### src/rtl/mips_multicycle_control.sv
`default_nettype none
// ============================================================================
// mips_multicycle_control : main control FSM for the multi-cycle MIPS datapath
// Rev 1.0
// ============================================================================
module mips_multicycle_control #(
  parameter int CNT_W = 32
) (
  input  logic             clk,
  input  logic             rst_n,
  input  logic [5:0]       opcode,
  input  logic             mem_ready,
  output logic             pc_write,
  output logic             pc_write_cond,
  output logic             iord,
  output logic             mem_read,
  output logic             mem_write,
  output logic             ir_write,
  output logic             reg_dst,
  output logic             mem_to_reg,
  output logic             reg_write,
  output logic             alu_src_a,
  output logic [1:0]       alu_src_b,
  output logic [2:0]       alu_op,
  output logic [1:0]       pc_source,
  output logic             illegal,
  output logic [CNT_W-1:0] retired_count
);

  localparam logic [5:0] c_op_rtype = 6'b000000;
  localparam logic [5:0] c_op_lw    = 6'b100011;
  localparam logic [5:0] c_op_sw    = 6'b101011;
  localparam logic [5:0] c_op_beq   = 6'b000100;
  localparam logic [5:0] c_op_j     = 6'b000010;
  localparam logic [5:0] c_op_addi  = 6'b001000;

  typedef enum logic [3:0] {
    S_FETCH     = 4'd0,
    S_DECODE    = 4'd1,
    S_MEM_ADDR  = 4'd2,
    S_MEM_READ  = 4'd3,
    S_MEM_WB    = 4'd4,
    S_MEM_WRITE = 4'd5,
    S_EXEC_R    = 4'd6,
    S_R_WB      = 4'd7,
    S_BRANCH    = 4'd8,
    S_JUMP      = 4'd9,
    S_ADDI_EXEC = 4'd10,
    S_ADDI_WB   = 4'd11,
    S_TRAP      = 4'd12
  } state_t;

  state_t           state_q, state_d;
  logic [CNT_W-1:0] retired_q, retired_d;
  logic             retire;

  always_ff @(posedge clk or negedge rst_n) begin
    if (!rst_n) begin
      state_q   <= S_FETCH;
      retired_q <= '0;
    end else begin
      state_q   <= state_d;
      retired_q <= retired_d;
    end
  end

  always_comb begin
    state_d       = S_FETCH;
    retire        = 1'b0;
    pc_write      = 1'b0;
    pc_write_cond = 1'b0;
    iord          = 1'b0;
    mem_read      = 1'b0;
    mem_write     = 1'b0;
    ir_write      = 1'b0;
    reg_dst       = 1'b0;
    mem_to_reg    = 1'b0;
    reg_write     = 1'b0;
    alu_src_a     = 1'b0;
    alu_src_b     = 2'b00;
    alu_op        = 3'b000;
    pc_source     = 2'b00;
    illegal       = 1'b0;

    case (state_q)
      S_FETCH: begin
        mem_read  = 1'b1;
        alu_src_b = 2'b01;
        // IR and PC load only in the cycle the fetch actually completes
        ir_write  = mem_ready;
        pc_write  = mem_ready;
        state_d   = mem_ready ? S_DECODE : S_FETCH;
      end
      S_DECODE: begin
        alu_src_b = 2'b11;
        case (opcode)
          c_op_rtype:       state_d = S_EXEC_R;
          c_op_lw, c_op_sw: state_d = S_MEM_ADDR;
          c_op_beq:         state_d = S_BRANCH;
          c_op_j:           state_d = S_JUMP;
          c_op_addi:        state_d = S_ADDI_EXEC;
          default:          state_d = S_TRAP;
        endcase
      end
      S_MEM_ADDR: begin
        alu_src_a = 1'b1;
        alu_src_b = 2'b10;
        state_d   = (opcode == c_op_lw) ? S_MEM_READ : S_MEM_WRITE;
      end
      S_MEM_READ: begin
        mem_read = 1'b1;
        iord     = 1'b1;
        state_d  = mem_ready ? S_MEM_WB : S_MEM_READ;
      end
      S_MEM_WB: begin
        reg_write  = 1'b1;
        mem_to_reg = 1'b1;
        retire     = 1'b1;
      end
      S_MEM_WRITE: begin
        mem_write = 1'b1;
        iord      = 1'b1;
        retire    = mem_ready;
        state_d   = mem_ready ? S_FETCH : S_MEM_WRITE;
      end
      S_EXEC_R: begin
        alu_src_a = 1'b1;
        alu_op    = 3'b100;
        state_d   = S_R_WB;
      end
      S_R_WB: begin
        reg_write = 1'b1;
        reg_dst   = 1'b1;
        retire    = 1'b1;
      end
      S_BRANCH: begin
        alu_src_a     = 1'b1;
        alu_op        = 3'b001;
        pc_write_cond = 1'b1;
        pc_source     = 2'b01;
        retire        = 1'b1;
      end
      S_JUMP: begin
        pc_write  = 1'b1;
        pc_source = 2'b10;
        retire    = 1'b1;
      end
      S_ADDI_EXEC: begin
        alu_src_a = 1'b1;
        alu_src_b = 2'b10;
        state_d   = S_ADDI_WB;
      end
      S_ADDI_WB: begin
        reg_write = 1'b1;
        retire    = 1'b1;
      end
      S_TRAP: begin
        illegal = 1'b1;
      end
      default: state_d = S_FETCH;
    endcase

    // Outputs are forced quiet for the whole time reset is asserted
    if (!rst_n) begin
      pc_write      = 1'b0;
      pc_write_cond = 1'b0;
      iord          = 1'b0;
      mem_read      = 1'b0;
      mem_write     = 1'b0;
      ir_write      = 1'b0;
      reg_dst       = 1'b0;
      mem_to_reg    = 1'b0;
      reg_write     = 1'b0;
      alu_src_a     = 1'b0;
      alu_src_b     = 2'b00;
      alu_op        = 3'b000;
      pc_source     = 2'b00;
      illegal       = 1'b0;
    end

    retired_d = retired_q + CNT_W'(retire);
  end

  assign retired_count = retired_q;

endmodule
`default_nettype wire

### config.mk
export PLATFORM = sky130hd
export DESIGN_NAME = mips_multicycle_control
export DESIGN_NICKNAME = d
export VERILOG_FILES = /design/src/rtl/mips_multicycle_control.sv
export SDC_FILE = /design/constraint.sdc
export NUM_CORES = 1
export LEC_CHECK = 0
export CORE_ASPECT_RATIO = 0.5
export CORE_MARGIN = 2
export CORE_UTILIZATION = 32
export CTS_BUF_LIST = sky130_fd_sc_hd__clkbuf_16
export DETAILED_ROUTE_END_ITERATION = 8
export SLEW_MARGIN = 30
export SYNTH_ARGS = -nofsm -noshare
export SYNTH_HDL_FRONTEND = slang
export SYNTH_SLANG_ARGS = --single-unit
### constraint.sdc
create_clock -name clk -period 3.28 [get_ports clk]
set_clock_uncertainty 0.15 [all_clocks]
set_input_delay 0.656 -clock clk [delete_from_list [all_inputs] [get_ports clk]]
set_output_delay 0.656 -clock clk [all_outputs]
set_load 0.01 [all_outputs]
==> run metrics, run 1 <==
dpl hpwl 3390 um; Routed WL between 4000 and 5000 um; unrepaired setup endpoints after global routing false; synth unique cells 42; wire length of the first global-routing pass 7250 um; placed cell area ~0.0026 mm2; critical path's largest stage delay ~480 ps; non-filler cells, final ~350; layout cells sized above 1 under 10%; critical path type in -> out; Mapped Area 0.00199 mm2; worst hold path type in -> async; Initial Util between 30% and 40%; Top FF cell, synth dfrtp_1; Final Critical Period approximately 2900 ps; Worst-Skew Late Latency approximately 270 ps; DIE AREA around 0.007 mm2; DR WL/cell between 10 and 15 um; yosys warns 0; DR vias 1,657; critical path startpoint category input port; Seq/Total Area, Yosys about 45%; Async S/R FF share, synth 100%; cell mode on critical path clkdlybuf4s50_1; Area growth syn-to-layout 40.0%; Reg area 901 um2; Critical Path Stages 5; Initial DRT Pass Iterations 5; initial antenna violation count 0; area of the multi-input gates between 0.001 and 0.0015 mm2; Max VDD drop about 0.22 mV; Die H 59.8 um; post-cts hold buffer count 0; Yosys reg bits 36; Resize count post-CTS 0; CP bufs+invs 3; IO Count around 60; setup tns final 0 ps; overall power approximately 1.5 mW; vias per cell around 4.8; Min Hold Slack between 200 and 300 ps; clk buf depth 2; EDFF count, synth 0; TritonCTS Buffers 5; CTS tree built; Routed Antenna Nets 0; Synthesized Nets around 210; crit share post-route about nine tenths; Rows 20; fillers between 500 and 600; Die W ~120 um; H-tree Lvls 2; GRT Overall Usage 13.4%; drt drc 0; Placed Cells roughly 340; critical path, cell by cell clkdlybuf4s50_1 -> buf_4 -> and3_1 -> or2_2 -> clkdlybuf4s50_1; r2r startpoint state_q[0]; number of global-route vias before repair ~1.6k; Setup Fix Bufs, Post-CTS 0; 1st-iter DRT viols ~140; status finished, final reports clean; Clock Sink Count 36; Final #Nets 268; Reg2Reg Depth 10; gpl congestion approximately 0.77; Critical Path RT 2470 ps; MaxCap Viol Count 0; number of buffers added on ports 57; Lkg Pwr ~1.2 nW; Syn Inst Count just under 200; Design Area, Final around 0.0028 mm2; crit end category output pin; pin count of the biggest net entering global routing 38; Critical Path AT about 2100 ps; core area 0.00603 mm2; Max Clk Rate ~340 MHz; Final Hold Vio Count 0; Critical path origin mem_ready; clock root cell clkbuf_16; Slew Limit Fails 0; ANT cells 0; global route overflow 0; syn avg cell area roughly 10 um2; Crit Path Max Fanout 6; cell family with most CP delay buffers and inverters; clk slew on worst S/H paths 50 ps; setup violators final 0; slowest CP cell clkdlybuf4s50_1; P per Cell Area approximately 560 mW/mm2
-- per-layer routing --
layer / global-route usage (%) / share of wire (%) / up-vias
met1: 17.0 / 47 / 802
met3: 2.74 / 3.5 / 2
li1: - / - / 817
met4: 5.16 / 0.76 / 0
met2: 23.1 / 48 / 36
met5: 0 / 0 / -
-- flip-flops by register name, summed over array words and instances (netlist names) --
| name | cells |
|---|---|
| state_q | 4 |
| retired_count | 32 |
-- cell usage in the layout (no fill, tap or decap), types with 3 or more instances in the layout --
master and count:
o21ai_0 3, inv_1 3, nand2b_1 5, clkbuf_16 5
or3_1 3, and4_1 3, nand4_1 6, nor3_1 6
nor2_1 16, dfrtp_1 36, nor4_1 4, buf_4 3
xnor2_1 27, nand2_1 18, xor2_1 5, and3_1 5
nand3_1 16, clkdlybuf4s50_1 56
-- cell families after synthesis --
kind of cell,after synthesis,share of synthesized area [%]
AND/OR/NAND/NOR,98,29.8
flip-flops,36,45.3
XOR/XNOR,32,14.1
AO/OA/AOI/OAI,18,6.79
buffers and inverters,11,2.64
adder cells (fa/ha/maj),2,1.26
other,1,0.188
-- worst paths after layout --
kind	slack [ps]	end
worst max-delay path	340	pc_write
worst min-delay path	290	retired_count[0]
worst max register to register	430	retired_count[24]
worst min register to register	320	retired_count[31]
max in group asynchronous	2360	retired_count[29]
min in group clk	320	retired_count[31]
-- report_power, final --
| part | switching (mW) | total, mW | internal, mW | leakage (nW) |
|---|---|---|---|---|
| combinational | 0.233 | 0.494 | 0.262 | 0.613 |
| clock | 0.164 | 0.439 | 0.275 | 0.0710 |
| sequential | 0.113 | 0.614 | 0.501 | 0.484 |
| total | 0.509 | 1.55 | 1.04 | 1.17 |
-- cell type report --
| type | count | share of cell area [%] |
|---|---|---|
| clock inverter | 3 | 0.494 |
| inverter | 3 | 0.404 |
| timing repair buffer | 60 | 21.1 |
| sequential | 36 | 32.3 |
| multi-input combinational | 151 | 37.2 |
| clock buffer | 5 | 4.49 |
| tap | 88 | 3.95 |
-- metrics by stage --
step	setup WS (ps)	util, %
after global placement	165	43.9
after floorplan	897	-
final	340	46.2
after detailed placement	94.3	43.9
after global routing	137	46.2
after CTS	333	46.2
-- worst reg2reg max path: stages (launching register included) --
cell	delay [ps]
dfrtp_1	500
nand2b_1	310
nor2_1	100
o21a_1	180
nor3_1	210
ha_1	260
ha_1	240
nand2_1	140
nor4_4	330
nand4_1	170
xnor2_1	150
-- synth_stat cells, types with 2 or more instances --
library cell  number  area, um2
a211oi_1           2       15.0
clkbuf_1           5       18.8
o21ai_0            3       15.0
nand3_1           16       80.1
nand2b_1           5       31.3
ha_1               2       25.0
nor3_1             6       30.0
or3_1              3       18.8
o22a_1             2       17.5
nand2_1           18       67.6
a21oi_1            2       10.0
nand4_1            6       37.5
dfrtp_1           36        901
o21a_1             2       15.0
inv_1              3       11.3
xnor2_1           27        236
and3_1             5       31.3
xor2_1             5       43.8
nor4_1             4       25.0
and4_1             3       26.3
nor4_4             2       42.5
nor2_1            16       60.1
buf_4              3       22.5
nor2b_1            2       12.5
and2_1             2       12.5
or2_2              2       12.5
Note: power is estimated with default switching activity, not from simulation.
==> run 2, diff against run 1 <==
Settings changed: SKIP_LAST_GASP set to 1.
==> results of run 2 <==
Final layout, timing and power as in run 1 (identical DEF).
==> run 3, diff against run 2 <==
Settings changed: CAP_MARGIN set to 20, GPL_TIMING_DRIVEN set to 0.
==> run 3 against run 2 <==
  * Register-to-register slack gained 110 ps
  * Final area rose by 5.0%
  * Non-clock buffer count rose by 7
  * Setup slack lost 170 ps
  * Sequential power down 6.5%
  * Core utilization up 2.3 points
  * Combinational power rose by 12%
  * Via count up 1.6%
  * Sequential share of layout area decreased by 1.5 points
  * Critical path type unchanged
  * Largest power group is now clock
==> run metrics, run 3 (synthesis results as in run 1) <==
Initial Util 33.0% (unchanged); pin count of the biggest net entering global routing 24 (-37%); setup violators final 0 (unchanged); RR Endpoint retired_count[24]; slowest CP cell clkdlybuf4s50_1; layout cells sized above 1 9.81% (+0.90 points); TritonCTS Buffers 5 (unchanged); max reg flops 32 (unchanged); cell family with most CP delay buffers and inverters; Rows 20 (unchanged); GRT Overall Usage 13.1% (-0.35 points); Reg area 901 um2 (unchanged); DR vias 1,683 (+1.6%); worst hold path type in -> async; commonest non-fill, non-tap cells in the layout 56 x clkdlybuf4s50_1, 36 x dfrtp_1, 27 x xnor2_1, 18 x nand2_1; critical path, cell by cell buf_8 -> buf_16 -> inv_1 -> or3_1 -> nor2_1 -> buf_4 -> clkdlybuf4s50_1; NetSw 0.525 mW (+3.0%); Lkg Pwr 1.23 nW (+5.3%); clk buf depth 2 (unchanged); crit share post-route 94.9% (+5.3 points); crit end category output pin; PnR worst setup slack 166 ps (-174 ps); Slew Limit Fails 0 (unchanged); drt drc 0 (unchanged); vias per cell 4.77 (-0.45%); CP bufs+invs 5 (+2); status finished, final reports clean; Pint 1.29 mW (+24%); Crit Path Max Fanout 23 (+17); dpl hpwl 3440 um (+1.6%); sequential share of power 31.7% (-8.0 points); r2r startpoint state_q[0]; wire length of the first global-routing pass 7150 um (-1.3%); Final Hold Vio Count 0 (unchanged); Min Hold Slack 61.0 ps (-225 ps); global route overflow 0 (unchanged); 1st-iter DRT viols 122 (-9.6%); Worst-Skew Late Latency 270 ps (about the same); Setup WS pre-CTS -201 ps (-295 ps); Die H 59.8 um (unchanged); CTS tree built; critical path type in -> out; Reg2Reg Depth 11 (+1); ANT cells 0 (unchanged); critical path startpoint category input port; initial antenna violation count 0 (unchanged); clk slew on worst S/H paths 60 ps (about the same); clock share of power 37.8% (+9.4 points); Routed Antenna Nets 0 (unchanged); fillers 561 (-0.71%); Final Critical Period 3110 ps (+174 ps); H-tree Lvls 2 (unchanged); gpl congestion 0.788 (+2.8%); Routed WL 4430 um (-1.4%); combinational share of power 30.6% (-1.3 points); DR WL/cell 12.6 um (-3.3%); Placed Cells 344 (+1.8%); Area growth syn-to-layout 47.0%; Clock Sink Count 36 (unchanged); IO Count 59 (unchanged); critical path's largest stage delay 530 ps (+50 ps); MaxCap Viol Count 0 (unchanged); Critical Path AT 2310 ps (+180 ps); Critical Path RT 2470 ps (about the same); sw frac 28.9% (-4.0 points); Initial DRT Pass Iterations 5 (unchanged); P per Cell Area 620 mW/mm2 (+12%); Final #Nets 275 (+2.6%); clock root cell clkbuf_16; DIE AREA 0.00691 mm2 (unchanged); overall power 1.81 mW (+17%); Die W 116 um (unchanged); Max VDD drop 0.323 mV (+49%); number of global-route vias before repair 1,598 (+2.2%); number of buffers added on ports 57 (unchanged); Max Clk Rate 321 MHz (-5.6%); commonest non-fill, non-tap cell in the layout clkdlybuf4s50_1; non-filler cells, final 353 (+2.0%); unrepaired setup endpoints after global routing true; area of the multi-input gates 0.00104 mm2 (unchanged); flop-to-flop setup slack 540 ps (+110 ps); post-cts hold buffer count 0 (unchanged); core area 0.00603 mm2 (unchanged)
-- run 3: cell count changes in the layout (fill, tap and decap cells not counted), sizes merged --
| cell | before | now |
|---|---|---|
| clkbuf | 5 | 10 |
| bufinv | 0 | 3 |
| clkinv | 3 | 0 |
| buf | 4 | 6 |
-- run 3: repair_timing --
action	CTS	global route
pin swaps	0	1
endpoints found under the setup margin	7	8
buffers inserted	0	1
resized for setup	2	1
-- run 3: power by group through the flow --
stage | registers, mW | logic [mW] | clock network [mW]
global placement | 0.582 | 0.545 | 0
detailed placement | 0.582 | 0.557 | 0
finish | 0.574 | 0.555 | 0.685
floorplan | 0.590 | 0.298 | 0
CTS | 0.575 | 0.560 | 0.697
global route | 0.585 | 0.610 | 0.722
-- run 3: worst max-delay path by stage --
stage,from,end,slack (ps),cells past startpoint
floorplan,mem_ready,retired_count[24],900,9
global placement,rst_n,pc_source[0],-1590,6
detailed placement,rst_n,pc_source[0],-200,7
CTS,rst_n,pc_source[0],70,7
global route,mem_ready,retired_count[24],-30,11
finish,rst_n,pc_source[0],170,7
-- run 3: per-stage QoR --
| stage | setup TNS (ps) | cell area (um2) | util (%) |
|---|---|---|---|
| floorplan | 0 | 1990 | - |
| global placement | -21980 | 2670 | 44.3 |
| detailed placement | -936 | 2690 | 44.7 |
| CTS | 0 | 2920 | 48.3 |
| global route | -67.4 | 2930 | 48.5 |
| finish | 0 | 2930 | 48.5 |
-- run 3: area by class of cell --
cell class / instances / share of cell area [%]
buffer: 8 / 1.41
clock inverter: 3 / 3.08
timing repair buffer: 59 / 20.9
clock buffer: 5 / 4.28
sequential: 36 / 30.8
multi-input combinational: 151 / 35.4
tap: 88 / 3.76
inverter: 3 / 0.385
-- run 3: per-layer routing --
layer  vias up  global-route usage (%)  wire, um
li1        832                       -         -
met5         -                       0         0
met4         0                    3.61        14
met3         2                    2.54       185
met2        46                    23.1      2210
met1       803                    16.8      2020
-- run 3: worst reg2reg max path: cells and delay by family, from the launching register on --
family | cells | cell delay [ps]
AOI/OAI and AO/OA | 1 | 170
buffers and inverters | 1 | 200
adders and majority gates | 2 | 520
DFF | 1 | 400
and+or+nand+nor | 6 | 1050
xor gates and xnor gates | 1 | 150
